===== config.mk =====
export PLATFORM = sky130hd
export DESIGN_NAME = fast_decrement_counter
export DESIGN_NICKNAME = d
export VERILOG_FILES = /design/src/rtl/fast_decrement_counter.sv
export SDC_FILE = /design/constraint.sdc
export NUM_CORES = 1
export LEC_CHECK = 0
export CORE_MARGIN = 2
export CORE_UTILIZATION = 48
export DETAILED_ROUTE_END_ITERATION = 8
export GPL_ROUTABILITY_DRIVEN = 0
export PLACE_DENSITY_LB_ADDON = 0.2
export SLEW_MARGIN = 10
export SYNTH_ARGS = -nofsm -noshare
export SYNTH_HDL_FRONTEND = slang
export SYNTH_SLANG_ARGS = --single-unit

===== constraint.sdc =====
create_clock -name clk -period 8.4 [get_ports clk]
set_clock_uncertainty 0.05 [all_clocks]
set_input_delay 2.1 -clock clk [delete_from_list [all_inputs] [get_ports clk]]
set_output_delay 2.1 -clock clk [all_outputs]
set_load 0.01 [all_outputs]

===== src/rtl/fast_decrement_counter.sv =====
// Down-counter with a carry-free decrement, a three-state IDLE/RUN/DONE control
// FSM and a sticky self-check against a conventional subtractor.
module fast_decrement_counter #(
  parameter int unsigned W = 32
) (
  input  logic         clk,
  input  logic         rst,
  input  logic         load_vld,
  input  logic [W-1:0] load_dat,
  output logic         load_rdy,
  input  logic         dec_en,
  input  logic         abort,
  output logic [W-1:0] cnt,
  output logic         busy,
  output logic         done,
  output logic         fail
);

  typedef enum logic [1:0] {
    IDLE,
    RUN,
    DONE
  } state_t;

  state_t       state_q, state_d;
  logic [W-1:0] lower_zero;
  logic [W-1:0] onehot;
  logic [W-1:0] incl_mask;
  logic [W-1:0] fast_dec;
  logic [W-1:0] ref_dec;
  logic [W-1:0] cnt_d;
  logic         fail_d;

  // lower_zero[i] is set when every bit below i is clear, so ANDing with cnt
  // isolates the right-most 1 without a carry chain.
  always_comb begin
    lower_zero    = '0;
    lower_zero[0] = 1'b1;
    for (int unsigned i = 1; i < W; i++) begin
      lower_zero[i] = lower_zero[i-1] & ~cnt[i-1];
    end
    onehot = cnt & lower_zero;

    incl_mask      = '0;
    incl_mask[W-1] = onehot[W-1];
    for (int unsigned i = W - 1; i > 0; i--) begin
      incl_mask[i-1] = incl_mask[i] | onehot[i-1];
    end
    if (onehot == '0) begin
      incl_mask = '1;
    end
    fast_dec = cnt ^ incl_mask;
  end

  assign ref_dec = cnt - W'(1);

  always_ff @(posedge clk or posedge rst) begin
    if (rst) begin
      state_q <= IDLE;
    end else begin
      state_q <= state_d;
    end
  end

  always_comb begin
    state_d = state_q;
    unique case (state_q)
      IDLE: begin
        if (load_vld) begin
          state_d = (load_dat == '0) ? DONE : RUN;
        end
      end
      RUN: begin
        if (abort) begin
          state_d = IDLE;
        end else if (dec_en && cnt == W'(1)) begin
          state_d = DONE;
        end
      end
      DONE:    state_d = IDLE;
      default: state_d = IDLE;
    endcase
  end

  always_comb begin
    load_rdy = (state_q == IDLE);
    busy     = (state_q == RUN);
    done     = (state_q == DONE);
  end

  always_comb begin
    cnt_d = cnt;
    if (state_q == IDLE && load_vld) begin
      cnt_d = load_dat;
    end else if (state_q == RUN && !abort && dec_en) begin
      cnt_d = fast_dec;
    end
    fail_d = fail | ((state_q == RUN) && dec_en && (fast_dec != ref_dec));
  end

  always_ff @(posedge clk or posedge rst) begin
    if (rst) begin
      cnt  <= '0;
      fail <= 1'b0;
    end else begin
      cnt  <= cnt_d;
      fail <= fail_d;
    end
  end

endmodule

**Yosys cells after proc, flatten, opt, wreduce, memory -nomap -nowiden**

Index checks and enable logic that the tools add are counted.

- Register bits: 35
- Bits in latches: 0
- Bits in writable memories: 0
- ROM bits: 0
- Input bits: 37
- Output and inout port bits: 36
- Logic and storage cells: 125
- Memories: 0

- $add $sub $neg: 1
- $mul: 0
- Div/mod/pow operators: 0
- $lt $le $gt $ge: 0
- Equal/unequal tests: 6
- Shift-type cells: 0
- Multiplexer cells: 8
- Bitwise operators: 95
- Reductions and logical operators: 12

Operators with widths:

| cell | number |
|---|---|
| $mux W32 | 3 |
| $logic_not A32 Y1 | 2 |
| $and A32 B32 Y32 | 1 |
| $eq A32 B1 Y1 const B | 1 |
| $ne A32 B32 Y1 | 1 |
| $or A1 B1 Y1 | 32 |
| $sub A32 B1 Y32 const B | 1 |
| $xor A32 B32 Y32 | 1 |
| $not A1 Y1 | 31 |
| $and A1 B1 Y1 | 30 |
| $mux W2 | 4 |
| $logic_and A1 B1 Y1 | 6 |
| $pmux W2 S2 | 1 |
| $ne A3 B2 Y1 const B | 1 |
| $eq A2 B1 Y1 const B | 1 |
| $eq A2 B2 Y1 const B | 1 |
| $logic_not A2 Y1 | 1 |
| $ne A2 B2 Y1 const B | 1 |
| $reduce_and A2 Y1 | 1 |
| $reduce_bool A2 Y1 | 1 |
| $logic_not A1 Y1 | 1 |

**Depth between registers and ports, before layout**

Gate-level depths: netlist (run 1).

- Depth after elaboration: 68
- Mapped depth: 8
- Mapped depth without buffers: 7

**Least setup slack after synthesis (run 1)**

Ideal clock, no wire load.

- Path kind: input -> register
- From: input port abort
- To: register cnt[12]
- Setup time: 0.124 ns
- Arrival: 3.668 ns
- Data required time: 8.226 ns
- Setup slack: 4.558 ns
- Stages: 5
- Path buffers: 0
- Cells stage by stage: nand4bb_1 -> or4_4 -> or3_4 -> and3_1 -> a211o_1

- Longest elaborated chain between the ends: 4

RTL lines:

| what | line | source |
|---|---|---|
| start: declaration | 12 | `input logic abort,` |
| $logic_not A1 Y1 | 95 | `end else if (state_q == RUN && !abort && dec_en) begin` |
| $logic_and A1 B1 Y1 (2 in series) | 95 |  |
| $reduce_bool A2 Y1 (no line) | -- |  |
| end signal: assignment | 106 | `cnt <= cnt_d;` |
| end: declaration | 13 | `output logic [W-1:0] cnt,` |

Every way passes these cells.
A chain may end at the register's enable or synchronous reset.

**Worst setup path in the final report (run 1)**

- From: input port dec_en
- To: register cnt[12]

- Longest elaborated chain between the ends: 2

RTL lines:

| what | line | source |
|---|---|---|
| start: declaration | 11 | `input logic dec_en,` |
| $logic_and A1 B1 Y1 | 95 |  |
| $reduce_bool A2 Y1 (no line) | -- |  |

Every way passes these cells.

==> flow_summary.json, run 1 <==
{
  "grt_use_total_pct": 25.1,
  "synth_fp_nets": 273,
  "p_leak_uw": 0.00116,
  "dieArea_mm2": 0.00481,
  "end_kind": "flop",
  "crit_arrival_ps": 4640,
  "drtIter0Drc": 201,
  "wl_met2_mm": 2.71,
  "clk_pin_slew_ps": 70,
  "setup_tns_ps": 0,
  "cp-startpoint": "dec_en",
  "syn-cell-area_mm2": 0.00205,
  "fp.coreArea_mm2": 0.00406,
  "cts_resized": 0,
  "insertion_delay_ps": 280,
  "combPwrFrac_pct": 38.1,
  "swShare_pct": 35.1,
  "drc": 0,
  "ys_warn_count": 0,
  "syn_area_per_cell_um2": 8.83,
  "grt_overflow": 0,
  "wl_per_cell_um": 16.6,
  "crit_fanout": 14,
  "max-cap-violations": 0,
  "dieHeight_um": 69.3,
  "num_rows": 23,
  "htree_num_levels": 2,
  "grt_start_max_net_pins": 36,
  "critPathRequiredTime_ps": 8520,
  "ctsRootBufferMaster": "clkbuf_8",
  "min_path_type": "flop to flop",
  "fin_nets": 344,
  "tightestPinTransition_ps": 844,
  "drive_gt1_share_pct": 5.92,
  "syn2layout_area_growth_pct": 42.0,
  "async_reset_ff_share_pct": 100,
  "met1Wirelength_mm": 2.70,
  "status": "complete, no violations",
  "pwr-share-clk_pct": 21.3,
  "max_freq_mhz": 221,
  "p_seq_share_pct": 40.6,
  "highest_layer": "met4",
  "layout_common_cells": "72 x clkdlybuf4s50_1, 35 x nand2_1, 35 x dfrtp_1",
  "min-delay-start": "fail$_DFF_PP0_",
  "hold_buffers": 0,
  "power_density_mw_per_mm2": 217,
  "start_util_pct": 50.5,
  "ant_nets": 0,
  "layout_min_cycle_time_ps": 4520,
  "drt_wl_total_mm": 5.88,
  "ys_ff_latch": 35,
  "finalSetupViolations": 0,
  "die_w_um": 69.3,
  "io_pins": 73,
  "grt_pass1_vias": 1994,
  "ir_worst_vdd_mv": 0.109,
  "vias": 2142,
  "p_int_uw": 409,
  "rsz0062_at_grt": "no",
  "cts_tree": "done",
  "postPlaceCellArea_mm2": 0.00281,
  "synth-seq-area-share_pct": 42.7,
  "period_share_pct": 53.9,
  "relSlewSlack_pct": 43.6,
  "drt_pass1_iterations": 4,
  "layout_commonest_cell": "clkdlybuf4s50_1",
  "grt_pass1_wl_mm": 9.74,
  "worstReg2RegStart": "cnt[0]$_DFFE_PP0P_",
  "power_switching_uw": 221,
  "diodes": 0,
  "routed_via_density": 6.05,
  "hpwl_mm": 4.24,
  "postCtsSetupBuffers": 0,
  "cts_buffer_depth": 2,
  "cts_buffers": 5,
  "path_class": "primary input to flop",
  "syn_inst": 232,
  "cp-start-kind": "primary input",
  "ys_types": 42,
  "portBuffers": 72,
  "cts.sinks": 35,
  "synth_ff_type": "dfrtp_1",
  "fin_area_mm2": 0.00291,
  "hold_violations": 0,
  "grt_antenna_before_repair": 0,
  "wl_met3_um": 422,
  "synth_edf_count": 0,
  "finalMaxSlewViolations": 0
}
## stage by stage
| step | std cells | worst slack, ps | power (uW) | hold WS, ps | util, % |
|---|---|---|---|---|---|
| 2_1_floorplan | 232 | 4560 | 370 | 462 | - |
| 3_3_place_gp | 346 | 3700 | 490 | 428 | 69.3 |
| 5_1_grt | 354 | 3820 | 669 | 460 | 71.7 |
| 6_report | 354 | 3880 | 630 | 416 | 71.7 |
| 3_5_place_dp | 346 | 3600 | 496 | 405 | 69.3 |
| 4_1_cts | 354 | 3910 | 631 | 421 | 71.7 |
## worst paths after layout
| check | to | slack [ps] | cells after the start |
|---|---|---|---|
| worst max-delay path | cnt[12]$_DFFE_PP0P_ | 3880 | 6 |
| worst min-delay path | fail$_DFF_PP0_ | 420 | 1 |
| max in group asynchronous | cnt[15]$_DFFE_PP0P_ | 5810 | 3 |
| worst min register to register | fail$_DFF_PP0_ | 420 | 1 |
| min in group asynchronous | cnt[13]$_DFFE_PP0P_ | 2160 | 3 |
| worst max register to register | cnt[12]$_DFFE_PP0P_ | 5350 | 7 |
## metal layers
layer  up-vias  GRT usage, %
met1      1029          36.8
met3         4          6.69
met4         0          5.66
met5         -             0
li1       1026             -
met2        83          37.3
## state kept, by name, summed over array words and instances, names as in the netlist
register / flops
cnt: 32
state_q: 2
fail: 1
## power groups by stage
stage / clock, uW / combinational [uW] / sequential [uW]
after global routing: 145 / 261 / 263
after floorplan: 0 / 108 / 262
final: 134 / 240 / 256
after detailed placement: 0 / 239 / 257
after CTS: 136 / 241 / 254
after global placement: 0 / 234 / 256
## cells by family (layout without fill, tap and decap cells)
kind of cell               Yosys count  after routing  synth area share [%]
and+or+nand+nor                    119            119                  30.6
AOI/OAI and AO/OA                   54             54                  19.2
xor gates and xnor gates             4              4                  1.71
DFF                                 35             35                  42.7
muxes                                1              1                 0.549
buffers and inverters               15             87                  2.75
adders and majority gates            4              4                  2.44
## cell usage after synthesis, drive strengths merged, types with 2 or more instances
cell	number	area [um^2]
and2	2	12.5
a221o	5	50.1
nor3b	2	15.0
o311ai	3	26.3
xor2	2	17.5
o21ai	11	55.1
or4	5	45.0
clkbuf	10	37.5
a21oi	4	20.0
xnor2	2	17.5
nand3	16	80.1
o211ai	17	128
a31o	3	26.3
nand2	35	131
nor2b	2	12.5
nand4	6	37.5
nor4	14	93.8
inv	5	18.8
a211o	2	17.5
nor2	15	56.3
or3	7	48.8
ha	4	50.1
and3	2	12.5
nor3	8	40.0
a22oi	2	15.0
dfrtp	35	876
## layout make-up
| cell class | count | area [um^2] |
|---|---|---|
| Fill cell | 310 | 1150 |
| Multi-Input combinational cell | 182 | 1120 |
| Sequential cell | 35 | 876 |
| Timing Repair Buffer | 74 | 736 |
| Clock buffer | 8 | 100 |
| Tap cell | 50 | 62.6 |
| Inverter | 5 | 18.8 |
## critical path, cell delays in order
cell and delay (ps):
clkdlybuf4s50_1 540, nand4bb_1 470, or4_4 710, or3_4 350, and3_1 190, a211o_1 270
No activity file was read; power rests on OpenSTA's default activity.
==> run 2: changes to the inputs <==
--- a/config.mk
+++ b/config.mk
@@ -6,7 +6,7 @@
 export NUM_CORES = 1
 export LEC_CHECK = 0
 export CORE_MARGIN = 2
-export CORE_UTILIZATION = 48
+export CORE_UTILIZATION = 41
 export DETAILED_ROUTE_END_ITERATION = 8
 export GPL_ROUTABILITY_DRIVEN = 0
 export PLACE_DENSITY_LB_ADDON = 0.2
==> constraint.sdc (replaced) <==
create_clock -name clk -period 3.7 [get_ports clk]
set_clock_uncertainty 0.05 [all_clocks]
set_input_delay 0.925 -clock clk [delete_from_list [all_inputs] [get_ports clk]]
set_output_delay 0.925 -clock clk [all_outputs]
set_load 0.01 [all_outputs]
==> run 2 against run 1 <==
Effect of this change: via count is 1.1% higher; power up 120%; design area up 0.99%; first-iteration DRC count fell by 19%; non-clock buffer count increased by 3; critical endpoint is now cnt[31]$_DFFE_PP0P_; clock-buffer cell count decreased by 2; hold slack better by 22 ps; sequential cell count did not move; setup slack worse by 3200 ps; die area is 16% higher.
==> flow_summary.json, run 2 (same netlist as run 1, synthesis figures left out) <==
{
  "finalMaxSlewViolations": 0,
  "status": "complete, no violations",
  "diodes": 0,
  "drtIter0Drc": 163,
  "dieHeight_um": 74.7,
  "p_int_uw": 894,
  "end_kind": "flop",
  "power_density_mw_per_mm2": 480,
  "wl_per_cell_um": 16.3,
  "io_pins": 73,
  "setup_tns_ps": 0,
  "insertion_delay_ps": 300,
  "rsz0062_at_grt": "no",
  "grt_start_max_net_pins": 36,
  "vias": 2165,
  "nFillCells": 435,
  "die_w_um": 74.7,
  "cts_buffers": 5,
  "drt_pass1_iterations": 4,
  "worstReg2RegStart": "cnt[1]$_DFFE_PP0P_",
  "grt_overflow": 0,
  "min_path_type": "flop to flop",
  "r2r-end": "cnt[31]$_DFFE_PP0P_",
  "seqCellArea_um2": 876,
  "pwr-share-clk_pct": 19.6,
  "ir_worst_vdd_mv": 0.277,
  "syn2layout_area_growth_pct": 43.4,
  "postCtsSetupBuffers": 0,
  "cp-startpoint": "cnt[1]$_DFFE_PP0P_",
  "power_switching_uw": 518,
  "path_class": "flop to flop",
  "combPwrFrac_pct": 39.2,
  "cts_buffer_depth": 2,
  "dp_slack_ps": 511,
  "grt_antenna_before_repair": 0,
  "reg2reg_depth": 7,
  "multiInputGateArea_mm2": 0.00112,
  "max-cap-violations": 0,
  "crit_fanout": 11,
  "htree_num_levels": 2,
  "fp.coreArea_mm2": 0.00479,
  "grt_pass1_vias": 2000,
  "layout_min_cycle_time_ps": 3060,
  "ant_nets": 0,
  "hold_violations": 0,
  "drive_gt1_share_pct": 6.84,
  "critPathRequiredTime_ps": 3860,
  "routed_via_density": 5.79,
  "tightestPinTransition_ps": 496,
  "layout_commonest_cell": "clkdlybuf4s50_1",
  "crit_arrival_ps": 3230,
  "hpwl_mm": 4.59,
  "cts_resized": 0,
  "setup_slack_ps": 635,
  "grt_use_total_pct": 23.2,
  "portBuffers": 72,
  "grt_pass1_wl_mm": 9.65,
  "cts_tree": "done",
  "period_share_pct": 82.8,
  "rrSetupSlack_ps": 640,
  "largestRegisters": "cnt (32), state_q (2), fail (1)",
  "start_util_pct": 42.8,
  "ctsRootBufferMaster": "clkbuf_8",
  "cp-start-kind": "flop",
  "drt_wl_total_mm": 6.09,
  "num_rows": 25,
  "p_leak_uw": 0.00116,
  "hold_buffers": 0,
  "largest_register_ffs": 32,
  "swShare_pct": 36.7,
  "top_register": "cnt",
  "crit_end": "cnt[31]$_DFFE_PP0P_",
  "relSlewSlack_pct": 66.7,
  "layout_common_cells": "72 x clkdlybuf4s50_1, 35 x nand2_1, 35 x dfrtp_1",
  "clk_pin_slew_ps": 80,
  "dieArea_mm2": 0.00558,
  "drc": 0,
  "cts.sinks": 35,
  "fin_nets": 347,
  "max_freq_mhz": 326,
  "finalSetupViolations": 0,
  "p_seq_share_pct": 41.2
}
-- run 2: cell count changes in the layout (fill, tap and decap cells not counted) --
| cell | delta |
|---|---|
| buf_4 | +3 |
| clkinvlp_4 | +1 |
| clkbuf_8 | -2 |
| clkinv_2 | +1 |
-- run 2: worst min-delay path by stage --
stage                              start              to  depth (start not counted)
after floorplan           fail$_DFF_PP0_  fail$_DFF_PP0_                          1
after detailed placement  fail$_DFF_PP0_  fail$_DFF_PP0_                          1
final                     fail$_DFF_PP0_  fail$_DFF_PP0_                          1
after CTS                 fail$_DFF_PP0_  fail$_DFF_PP0_                          1
after global placement    fail$_DFF_PP0_  fail$_DFF_PP0_                          1
after global routing      fail$_DFF_PP0_  fail$_DFF_PP0_                          1
-- run 2: per-stage QoR --
stage / instance area (um^2) / total power (uW) / util [%] / hold slack, ps / cells
after floorplan: 2050 / 840 / - / 462 / 232
after global placement: 2850 / 1120 / 59.6 / 436 / 366
after detailed placement: 2850 / 1140 / 59.6 / 419 / 366
after CTS: 2940 / 1410 / 61.4 / 437 / 374
after global routing: 2940 / 1500 / 61.4 / 468 / 374
final: 2940 / 1410 / 61.4 / 437 / 374
-- run 2: cell type report --
type,count,area share [%]
multi-input cells,182,38.0
flip-flops and latches,35,29.8
repair buffers,77,25.8
well taps,67,2.85
clock buffers,6,2.47
inverters,5,0.639
clock inverters,2,0.426
-- run 2: per-layer routing --
metal	share of wire [%]	GRT usage (%)
met1	47	32.8
met2	46	35.3
met3	5.5	5.49
met4	1.6	7.54
met5	0	0
-- run 2: worst max-delay path, stage by stage (launching register included) --
cell and delay (ps):
dfrtp_1 470, inv_1 140, ha_1 360, or4b_1 620, nor4_2 360, nand3_1 360, or3_1 460, o211ai_1 160
-- run 2: power groups by stage --
| stage | logic, uW | registers (uW) | clock network [uW] |
|---|---|---|---|
| 2_1_floorplan | 245 | 595 | 0 |
| 3_3_place_gp | 543 | 582 | 0 |
| 3_5_place_dp | 553 | 584 | 0 |
| 4_1_cts | 556 | 578 | 282 |
| 5_1_grt | 601 | 596 | 302 |
| 6_report | 553 | 581 | 277 |
